## src/rtl/ctrl_rst_seq.sv

```systemverilog
// Reset release sequencer for the ctrl clock generator domains (50 MHz).
// Qualifies DCM lock, then releases memory, control CPU and system core resets in turn.
module ctrl_rst_seq #(
  parameter int CW        = 16,
  parameter int LOCK_CYC  = 1024,
  parameter int STAGE_CYC = 256,
  parameter int SWRST_CYC = 64
) (
  input  logic       clk,
  input  logic       rst,
  input  logic       pll_locked,
  input  logic       mem_ready,
  input  logic       sw_rst_req,
  output logic       rst_mem,
  output logic       rst_ctrl,
  output logic       rst_sys,
  output logic       ready,
  output logic [2:0] state,
  output logic [7:0] lock_loss_cnt
);

  typedef enum logic [2:0] {
    WAIT_LOCK   = 3'd0,
    LOCK_STABLE = 3'd1,
    REL_MEM     = 3'd2,
    REL_CTRL    = 3'd3,
    RUN         = 3'd4,
    SWRST       = 3'd5
  } state_t;

  localparam logic [CW-1:0] LOCK_LAST  = CW'(LOCK_CYC - 1);
  localparam logic [CW-1:0] STAGE_LAST = CW'(STAGE_CYC - 1);
  localparam logic [CW-1:0] SWRST_LAST = CW'(SWRST_CYC - 1);

  state_t        state_q;
  state_t        state_d;
  logic [CW-1:0] cnt;
  logic [CW-1:0] cnt_d;
  logic          cnt_clr;
  logic          lock_lost;
  logic          sync_meta;
  logic          locked_s;
  logic          rst_mem_d;
  logic          rst_ctrl_d;
  logic          rst_sys_d;
  logic          ready_d;

  // pll_locked comes from the DCM with no timing relation to clk.
  always_ff @(posedge clk or posedge rst) begin
    if (rst) begin
      sync_meta <= 1'b0;
      locked_s  <= 1'b0;
    end else begin
      sync_meta <= pll_locked;
      locked_s  <= sync_meta;
    end
  end

  always_comb begin
    state_d   = state_q;
    cnt_clr   = 1'b0;
    lock_lost = 1'b0;
    if (state_q != WAIT_LOCK && !locked_s) begin
      state_d   = WAIT_LOCK;
      lock_lost = (state_q == RUN) || (state_q == SWRST);
    end else begin
      case (state_q)
        WAIT_LOCK: begin
          if (locked_s) state_d = LOCK_STABLE;
        end
        LOCK_STABLE: begin
          if (cnt == LOCK_LAST) state_d = REL_MEM;
        end
        REL_MEM: begin
          if (mem_ready || cnt == STAGE_LAST) state_d = REL_CTRL;
        end
        REL_CTRL: begin
          if (cnt == STAGE_LAST) state_d = RUN;
        end
        RUN: begin
          if (sw_rst_req) state_d = SWRST;
        end
        SWRST: begin
          // A fresh request restarts the pulse even on its last cycle.
          if (sw_rst_req) cnt_clr = 1'b1;
          else if (cnt == SWRST_LAST) state_d = RUN;
        end
        default: state_d = WAIT_LOCK;
      endcase
    end
  end

  always_comb begin
    cnt_d = cnt;
    if (state_d != state_q || cnt_clr) begin
      cnt_d = '0;
    end else if (state_q == LOCK_STABLE || state_q == REL_MEM ||
                 state_q == REL_CTRL || state_q == SWRST) begin
      cnt_d = cnt + CW'(1);
    end
  end

  // Outputs are decoded from the next state so they move with the transition.
  always_comb begin
    rst_mem_d  = 1'b1;
    rst_ctrl_d = 1'b1;
    rst_sys_d  = 1'b1;
    ready_d    = 1'b0;
    case (state_d)
      REL_MEM: begin
        rst_mem_d = 1'b0;
      end
      REL_CTRL: begin
        rst_mem_d  = 1'b0;
        rst_ctrl_d = 1'b0;
      end
      RUN: begin
        rst_mem_d  = 1'b0;
        rst_ctrl_d = 1'b0;
        rst_sys_d  = 1'b0;
        ready_d    = 1'b1;
      end
      SWRST: begin
        rst_mem_d  = 1'b0;
        rst_ctrl_d = 1'b0;
      end
      default: begin
        rst_mem_d = 1'b1;
      end
    endcase
  end

  always_ff @(posedge clk or posedge rst) begin
    if (rst) begin
      state_q       <= WAIT_LOCK;
      cnt           <= '0;
      rst_mem       <= 1'b1;
      rst_ctrl      <= 1'b1;
      rst_sys       <= 1'b1;
      ready         <= 1'b0;
      lock_loss_cnt <= 8'd0;
    end else begin
      state_q  <= state_d;
      cnt      <= cnt_d;
      rst_mem  <= rst_mem_d;
      rst_ctrl <= rst_ctrl_d;
      rst_sys  <= rst_sys_d;
      ready    <= ready_d;
      if (lock_lost && lock_loss_cnt != 8'hFF) begin
        lock_loss_cnt <= lock_loss_cnt + 8'd1;
      end
    end
  end

  assign state = state_q;

endmodule

```

## config.mk

```make
export PLATFORM = sky130hd
export DESIGN_NAME = ctrl_rst_seq
export DESIGN_NICKNAME = d
export VERILOG_FILES = /design/src/rtl/ctrl_rst_seq.sv
export SDC_FILE = /design/constraint.sdc
export NUM_CORES = 1
export LEC_CHECK = 0
export BUFFER_PORTS_ARGS = -buffer_cell sky130_fd_sc_hd__buf_2
export CORE_MARGIN = 5
export CORE_UTILIZATION = 40
export CTS_BUF_LIST = sky130_fd_sc_hd__clkbuf_4 sky130_fd_sc_hd__clkbuf_8
export CTS_CLUSTER_DIAMETER = 50
export DETAILED_ROUTE_END_ITERATION = 8
export SLEW_MARGIN = 20
export SYNTH_ARGS = -nofsm -noshare
export SYNTH_HDL_FRONTEND = slang
export SYNTH_SLANG_ARGS = --single-unit
```

## constraint.sdc

```tcl
create_clock -name clk -period 1.88 [get_ports clk]
set_input_delay 0.188 -clock clk [delete_from_list [all_inputs] [get_ports clk]]
set_output_delay 0.188 -clock clk [all_outputs]
set_load 0.03 [all_outputs]
```

==> reports/qor.txt, run 1 <==
status -> finished clean
Worst Hold Path EP -> locked_s
crit path from -> cnt[15]
worst path cell trace -> nor4bb_1 > nand4_1 > a211oi_2 > o21ai_1 > buf_6 > o21ai_0
die span in y -> 79.8 um
layout cells sized above 1 -> 29.0%
worst r2r dst -> cnt[4]
WL/cell -> 14.8 um
synthesis-stage register bit count -> 33
Pwr per Cell Area -> 789 mW/mm^2
GRT Total Usage -> 16.0%
setup violators final -> 0
Top Ports -> 20
vias in the first global route -> 1671
htree depth -> 2
# DRC -> 0
TritonCTS clock tree -> done
P_leak -> 0.00110 uW
HP Start -> sync_meta
CP required -> 2090 ps
Hold Path Cell Cnt -> 0
crit-path max FO -> 12
cell accounting for the most synthesized area -> dfrtp_1
initial antenna violation count -> 0
Syn Nets -> 210
vias per cell -> 5.30
RSZ-0062 raised after global routing -> yes
Buf+Inv Stages, Crit Path -> 1
GR Overflow Total -> 0
Reg2Reg Depth -> 6
Pre-antenna DRT Iters -> 6
Port Buffers -> 19
Starting Density -> 41.3%
Post-synth EDFFs -> 0
DP HPWL -> 3.27 mm
reg2reg start -> cnt[15]
Hold Fails Final Rpt -> 0
worst IR drop on VDD -> 0.322 mV
die area -> 0.00637 sq mm
synthesis-to-finish area growth -> 25.2%
final core occ -> 51.7%
CTS Buf Count -> 5
die width -> 79.8 um
Longest Clk Path Bufs -> 2
synth top area cells -> dfrtp_1 38%, xnor2_1 4.9%, o21ai_0 4.9%
CP delay by family, top -> compound AO/OA/AOI/OAI gates
Mapped Area -> 0.00195 sq mm
Mean Syn Cell Area -> 9.61 sq um
Clock Skew -> 1.76 ps
critical path endpoint category -> flop
DR iter-0 viols -> 112
final WL -> 4.67 mm
top layer in use -> met4
final period utilization -> 96.8%
row count -> 25
clock slew at reported path FFs -> 70 ps
CP max-delay cell -> dfrtp_1
post-route met1 wirelength -> 2.25 mm
max cap viols -> 0
CP arrival -> 2030 ps
Slew Limit Fails -> 0
shortest period the worst path allows -> 1820 ps
synthesized instance count -> 203
worst slew pin tran -> 589 ps
CTS root buf -> clkbuf_8
# diodes -> 0
largest net degree at the start of global routing -> 34
ys flop type -> dfrtp_1
Final Cell Area -> 0.00244 sq mm
most common cell in the netlist -> dfrtp_1
first-pass GRT wire length -> 7.98 mm
Async S/R FF share, synth -> 100%
Placement Cell Area -> 0.00230 sq mm
RePlAce Congestion -> 0.787
HP Class -> flop to flop
post-route ant nets -> 0
Setup CP Type -> flop to flop
Yosys cell types -> 45
post-synthesis sequential area ratio -> 42.5%
top cells by count, synth -> 30 x dfrtp_1, 19 x nand2_1, 19 x o21ai_0
Yosys top cell area share -> 38.5%
worst skew pair latency -> 290 ps
Yosys warnings -> 0
Nets -> 254
Max stage delay on crit path -> 460 ps
Rel. slew slack -> 60.6%
Placeable Area -> 0.00472 sq mm
Met2 Wirelength -> 2.20 mm
Met3 Routed Length -> 166 um
Max Clk Rate -> 550 MHz
Critical Path Start Type -> flop
clk sinks -> 33
R2R Setup Slk -> 60 ps
DR vias -> 1669
==> report_power, final <==
| group | total [uW] | switching [uW] | leakage, uW | internal, uW |
|---|---|---|---|---|
| sequential | 767 | 26.9 | 0.000442 | 740 |
| clock | 532 | 277 | 0.0000439 | 255 |
| combinational | 627 | 374 | 0.000611 | 253 |
| total | 1930 | 678 | 0.00110 | 1250 |
==> per-layer routing <==
layer | track usage [%] | vias up
li1 | - | 835
met1 | 21.7 | 797
met2 | 25.5 | 31
met3 | 3.05 | 6
met4 | 5.57 | 0
met5 | 0 | -
==> what timing repair did <==
action | 4_1_cts | 5_1_grt
endpoints found under the setup margin | 6 | 19
gates resized for setup | 1 | 11
buffers inserted | 0 | 1
hold buffers | 2 | 0
hold endpoints to repair | 31 | 0
pin swaps | 0 | 3
==> kinds of logic after synthesis <==
kind of cell	after synthesis	share of synthesized area (%)
fa+ha+maj	2	1.28
buf+inv	17	4.17
flops	33	42.5
xor+xnor	17	7.63
compound gates	53	18.3
simple gates	73	21.6
mux	8	4.49
==> metrics by stage <==
| step | setup TNS, ps | total power (uW) | hold WS, ps | setup slack [ps] | instances |
|---|---|---|---|---|---|
| 3_5_place_dp | -302 | 1380 | 303 | -69.0 | 304 |
| 6_report | 0 | 1930 | 355 | 60.5 | 315 |
| 4_1_cts | 0 | 1920 | 360 | 41.4 | 314 |
| 2_1_floorplan | 0 | 1180 | 219 | 10.1 | 203 |
| 3_3_place_gp | 0 | 1370 | 298 | 6.38 | 304 |
| 5_1_grt | -316 | 2050 | 373 | -49.0 | 315 |
==> registers in the layout, indices dropped and copies added (netlist names) <==
register / cells
cnt: 16
lock_loss_cnt: 8
state: 3
locked_s: 1
ready: 1
rst_ctrl: 1
rst_mem: 1
rst_sys: 1
sync_meta: 1
==> placed cells by master (no fill, tap or decap), drive strengths merged, types with 2 or more instances in the layout <==
master	count
a31oi	2
dlygate4sd3	2
dfrtp	30
o31a	3
inv	4
and4	6
nand4	4
o21ai	21
xnor2	11
and3	5
dfstp	3
nor4	4
o2111ai	3
clkinv	2
clkbuf	5
nand2b	4
mux2	3
nand3	14
xor2	6
o211ai	9
ha	2
nor2	7
nor2b	2
nand2	19
o21a	2
buf	48
mux2i	5
a21oi	5
and2	3
nor4bb	2
==> how the worst max path moves through the flow <==
stage	to	slack, ps	cells after the start
floorplan	cnt[13]	10	7
detailed placement	cnt[5]	-70	5
global route	cnt[6]	-50	5
CTS	cnt[0]	40	5
global placement	cnt[0]	6	5
finish	cnt[4]	60	6
==> final cells by class <==
cell class / instances / area [sq um]
Fill cell: 449 / 2280
Multi-Input combinational cell: 153 / 1080
Sequential cell: 33 / 831
Timing Repair Buffer: 50 / 349
Tap cell: 67 / 83.8
Clock buffer: 5 / 68.8
Clock inverter: 3 / 17.5
Inverter: 4 / 15.0
Power figures use the tool's default switching activity.
==> inputs of run 2 (changes only) <==
CORE_UTILIZATION = 55   (was 40)
PLACE_DENSITY = 0.78   (was not set)
==> run 2 against run 1 <==
  * The run now ends with setup timing left
  * Sequential share of layout area shrank 1.1 points
  * First-iteration DRC count grew 71%
  * Worst hold slack gained 12 ps
  * Die area shrank 24%
  * Register-to-register slack lost 250 ps
  * Flip-flop and latch count is the same
  * Final area grew 3.6%
  * Non-clock buffer count grew 5
  * Largest power group is now combinational cells
==> reports/qor.txt, run 2 (same netlist as run 1, synthesis figures left out) <==
CTS root buf -> clkbuf_4
HP Class -> flop to flop
shortest period the worst path allows -> 2070 ps (+248 ps)
Pre-antenna DRT Iters -> 4 (-2)
die area -> 0.00484 sq mm (-24%)
DR iter-0 viols -> 191 (+71%)
Top Ports -> 20 (unchanged)
Clock Skew -> 11.7 ps (+9.92 ps)
CP required -> 2120 ps (+30 ps)
Placeable Area -> 0.00339 sq mm (-28%)
vias in the first global route -> 1805 (+8.0%)
worst slew pin tran -> 657 ps (+68.4 ps)
TritonCTS clock tree -> done
CTS Buf Count -> 5 (unchanged)
Setup CP Type -> flop to flop
first-pass GRT wire length -> 8.60 mm (+7.7%)
pre-CTS WS -> -155 ps (-85.8 ps)
most common cell after layout, fill and taps aside -> buf_4
GRT Total Usage -> 21.7% (+5.7 points)
die span in y -> 69.6 um (-13%)
GR Overflow Total -> 0 (unchanged)
Critical Path Start Type -> flop
worst IR drop on VDD -> 0.724 mV (+120%)
DP HPWL -> 3.24 mm (-0.82%)
# diodes -> 0 (unchanged)
max FFs per register -> 16 (unchanged)
die width -> 69.6 um (-13%)
final core occ -> 74.6% (+23 points)
slack of the critical path -> -188 ps (-248 ps)
commonest non-fill, non-tap cells in the layout -> 29 x buf_4, 28 x dfrtp_1, 19 x buf_2, 18 x nand2_1, 11 x xnor2_1
Hold Fails Final Rpt -> 0 (unchanged)
clk sinks -> 33 (unchanged)
P_leak -> 0.00113 uW (+3.0%)
initial antenna violation count -> 0 (unchanged)
final period utilization -> 110% (+13 points)
clock slew at reported path FFs -> 120 ps (+50 ps)
Max stage delay on crit path -> 430 ps (-30 ps)
Max Clk Rate -> 484 MHz (-12%)
DR vias -> 1896 (+14%)
critical path endpoint category -> flop
RePlAce Congestion -> 0.894 (+14%)
Pwr per Cell Area -> 854 mW/mm^2 (+8.3%)
worst skew pair latency -> 350 ps (+60 ps)
CP max-delay cell -> dfrtp_1
status -> finished with violations
# DRC -> 0 (unchanged)
largest net degree at the start of global routing -> 34 (unchanged)
Nets -> 259 (+2.0%)
final WL -> 5.78 mm (+24%)
synthesis-to-finish area growth -> 29.7%
RSZ-0062 raised after global routing -> yes
Most flops, register -> cnt
worst path cell trace -> nor4_4 > nand4_1 > buf_4 > o31a_1 > buf_6 > o211ai_1 > o21ai_1
max cap viols -> 0 (unchanged)
crit-path max FO -> 8 (-4)
final total power -> 2160 uW (+12%)
vias per cell -> 6.34 (+20%)
CP arrival -> 2310 ps (+280 ps)
setup violators final -> 19 (+19)
post-route ant nets -> 0 (unchanged)
Rel. slew slack -> 56.0% (-4.6 points)
row count -> 21 (-16%)
Port Buffers -> 19 (unchanged)
WL/cell -> 19.3 um (+30%)
violated checks -> setup timing
Starting Density -> 57.5% (+16 points)
htree depth -> 2 (unchanged)
Slew Limit Fails -> 0 (unchanged)
Longest Clk Path Bufs -> 2 (unchanged)
Hold Worst Slack -> 367 ps (+12.2 ps)
layout cells sized above 1 -> 37.2% (+8.1 points)
[run 2: cell count changes in the layout (fill, tap and decap cells not counted), sizes merged]
cell    before  now
clkinv       2    0
bufinv       0    1
clkbuf       5    6
buf         48   53
[run 2: worst paths after layout]
path | cells after the start | slack (ps) | start | to
max | 7 | -190 | cnt[11] | cnt[12]
min | 0 | 370 | sync_meta | locked_s
max reg2reg | 7 | -190 | cnt[11] | cnt[12]
min reg2reg | 0 | 370 | sync_meta | locked_s
max in group asynchronous | 4 | 1070 | rst | rst_sys
min in group asynchronous | 4 | 470 | rst | cnt[13]
[run 2: through the flow]
step           instances  TNS (ps)  cell area [sq um]
6_report             299     -2530               2530
5_1_grt              299     -4220               2530
4_1_cts              291      -268               2370
3_5_place_dp         278     -1920               2220
3_3_place_gp         278      -943               2220
2_1_floorplan        203         0               1960
[run 2: report_power, final]
group          internal [uW]  switching, uW
registers                740           34.2
logic                    348            455
clock network            316            268
total                   1400            758
[run 2: cell type report]
type	instances	area, sq um
clock buffer	6	51.3
inverter	4	15.0
clock inverter	2	37.5
sequential	33	832
timing repair buffer	55	389
multi-input combinational	153	1150
fill	205	860
tap	46	57.6
[run 2: metal layers]
layer | vias up | GRT usage [%] | routed length, um
li1 | 842 | - | -
met1 | 940 | 28.2 | 2310
met2 | 95 | 35.7 | 2990
met3 | 19 | 4.35 | 351
met4 | 0 | 7.81 | 122
met5 | - | 0 | 0
[run 2: worst max-delay path: cells and delay by family (launching register included)]
family | cells | cell delay, ps
buf+inv | 2 | 370
flops | 1 | 430
simple gates | 2 | 690
compound gates | 3 | 470
[run 2: repair_timing]
item | CTS | global route
pin swaps | 0 | 3
endpoints found under the setup margin | 20 | 24
setup buffers | 3 | 9
gates cloned | 0 | 0
endpoints found under the hold margin | 31 | 0
gates resized for setup | 3 | 36
hold buffers | 2 | 0
==> inputs of run 3 (changes only) <==
CORE_UTILIZATION = 60   (was 55)
PLACE_DENSITY = 0.81   (was 0.78)
clock period = 2 ns   (was 1.88 ns; I/O delays follow)
==> run 3 against run 2 <==
  * The run now ends clean
  * Via count is 14% lower
  * Sequential share of layout area grew 4.1 points
  * Power shrank 22%
  * Cell count fell by 7.4%
  * Combinational power fell by 33%
  * Final area down 11%
  * Flip-flop and latch count stayed put
  * Fmax is 4.3% higher
  * Largest power group is now sequential cells
  * Highest routed layer unchanged
==> reports/qor.txt, run 3 (same netlist as run 1, synthesis figures left out) <==
DR vias -> 1632 (-14%)
DR iter-0 viols -> 100 (-48%)
GR peak layer -> met2
Slew Limit Fails -> 0 (unchanged)
final total power -> 1690 uW (-22%)
Multi-input gate area -> 0.00106 sq mm (-7.7%)
Port Buffers -> 19 (unchanged)
Top Ports -> 20 (unchanged)
Starting Density -> 63.4% (+5.8 points)
P_leak -> 0.000995 uW (-12%)
CP max-delay cell -> dfrtp_1
Pwr per Cell Area -> 752 mW/mm^2 (-12%)
initial antenna violation count -> 0 (unchanged)
GR Overflow Total -> 0 (unchanged)
final period utilization -> 99.1% (-11 points)
slack of the critical path -> 18.0 ps (+206 ps)
Most flops, register -> cnt
CP required -> 2230 ps (+110 ps)
met3 Usage GRT -> 5.90% (+1.6 points)
Max stage delay on crit path -> 440 ps (about the same)
Critical Path Start Type -> flop
setup violators final -> 0 (-19)
worst slew pin tran -> 482 ps (-175 ps)
M2 GR Usage -> 36.9% (+1.2 points)
TritonCTS clock tree -> done
die span in y -> 67.0 um (-3.7%)
pre-CTS WS -> -63.7 ps (+91.0 ps)
synthesis-to-finish area growth -> 15.4%
commonest non-fill, non-tap cells in the layout -> 28 x dfrtp_1, 19 x nand2_1, 19 x buf_2
RePlAce Congestion -> 1.00 (+12%)
Hold Fails Final Rpt -> 0 (unchanged)
clk sinks -> 33 (unchanged)
worst skew pair latency -> 340 ps (about the same)
vias per cell -> 5.89 (-7.1%)
# diodes -> 0 (unchanged)
most common cell after layout, fill and taps aside -> dfrtp_1
die width -> 67.0 um (-3.7%)
die area -> 0.00449 sq mm (-7.2%)
DP HPWL -> 3.07 mm (-5.2%)
worst IR drop on VDD -> 0.557 mV (-23%)
RSZ-0062 raised after global routing -> yes
status -> finished clean
layout cells sized above 1 -> 26.2% (-11 points)
clock slew at reported path FFs -> 100 ps (-20 ps)
Setup CP Type -> flop to flop
fillers -> 220 (+7.3%)
largest net degree at the start of global routing -> 34 (unchanged)
Reg2Reg Depth -> 7 (unchanged)
htree depth -> 2 (unchanged)
critical path endpoint category -> flop
Nets -> 239 (-7.7%)
worst path cell trace -> nor4_4 > buf_4 > nand4_1 > mux2_4 > o21ai_1 > buf_4 > o21ai_0
WL/cell -> 15.8 um (-18%)
Storage cell area -> 832 sq um (unchanged)
GRT Total Usage -> 22.6% (+0.89 points)
Max Clk Rate -> 505 MHz (+4.3%)
Hold Path Cell Cnt -> 0 (unchanged)
met1 Usage GRT -> 28.0% (-0.13 points)
Rel. slew slack -> 67.7% (+12 points)
most frequent CP cell -> buf_4
post-route ant nets -> 0 (unchanged)
crit-path max FO -> 6 (-2)
vias in the first global route -> 1635 (-9.4%)
max cap viols -> 0 (unchanged)
final WL -> 4.37 mm (-24%)
HP Class -> flop to flop
row count -> 20 (-4.8%)
Clock Skew -> 5.79 ps (-5.89 ps)
CTS root buf -> clkbuf_4
Placeable Area -> 0.00308 sq mm (-9.2%)
max FFs per register -> 16 (unchanged)
CP arrival -> 2210 ps (-100 ps)
CTS Buf Count -> 5 (unchanged)
Longest Clk Path Bufs -> 2 (unchanged)
# DRC -> 0 (unchanged)
first-pass GRT wire length -> 7.55 mm (-12%)
shortest period the worst path allows -> 1980 ps (-85.8 ps)
Pre-antenna DRT Iters -> 4 (unchanged)
-- run 3: cell types whose count changed in the layout (fill, tap and decap cells not counted), sizes merged --
cell,delta
clkinvlp,-1
bufinv,-1
clkinv,+1
clkbuf,+1
buf,-20
-- run 3: path summary, 6_finish.rpt --
check | startpoint | to | slack (ps)
worst max-delay path | cnt[14] | cnt[7] | 20
worst min-delay path | sync_meta | locked_s | 350
worst max register to register | cnt[14] | cnt[7] | 20
worst min register to register | sync_meta | locked_s | 350
max in group asynchronous | rst | rst_sys | 1200
min in group asynchronous | rst | cnt[11] | 470
-- run 3: worst max-delay path, delay by kind of cell (launching register included) --
| kind | cells | cell delay, ps |
|---|---|---|
| buf+inv | 2 | 360 |
| mux | 1 | 330 |
| flops | 1 | 440 |
| simple gates | 2 | 460 |
| compound gates | 2 | 290 |
-- run 3: metal layers --
metal	wire (um)	up-vias
met5	0	-
met4	61	0
met3	242	6
met2	2140	44
met1	1930	774
li1	-	808
-- run 3: report_power, final --
group	internal [uW]	switching (uW)
Combinational	206	335
Sequential	693	32.9
Clock	204	222
Total	1100	590
-- run 3: per-stage QoR --
stage	utilization [%]	std cells	TNS [ps]	hold slack (ps)	instance area, sq um
finish	73.1	277	0	355	2250
global route	73.1	277	-661	372	2250
CTS	71.8	274	0	357	2210
detailed placement	68.8	264	-292	309	2120
global placement	68.8	264	0	297	2120
floorplan	-	203	0	231	1950
-- run 3: layout make-up --
| type | instances | area share [%] |
|---|---|---|
| well taps | 44 | 2.45 |
| clock inverters | 1 | 0.222 |
| flip-flops and latches | 33 | 37.0 |
| inverters | 4 | 0.667 |
| clock buffers | 7 | 2.89 |
| repair buffers | 35 | 9.78 |
| multi-input cells | 153 | 47.0 |
-- run 3: what timing repair did --
| item | in CTS | in global routing |
|---|---|---|
| hold buffers | 2 | 0 |
| endpoints found under the setup margin | 12 | 20 |
| resized for setup | 2 | 12 |
| pin swaps | 0 | 3 |
| buffers inserted | 0 | 3 |
| endpoints found under the hold margin | 31 | 0 |
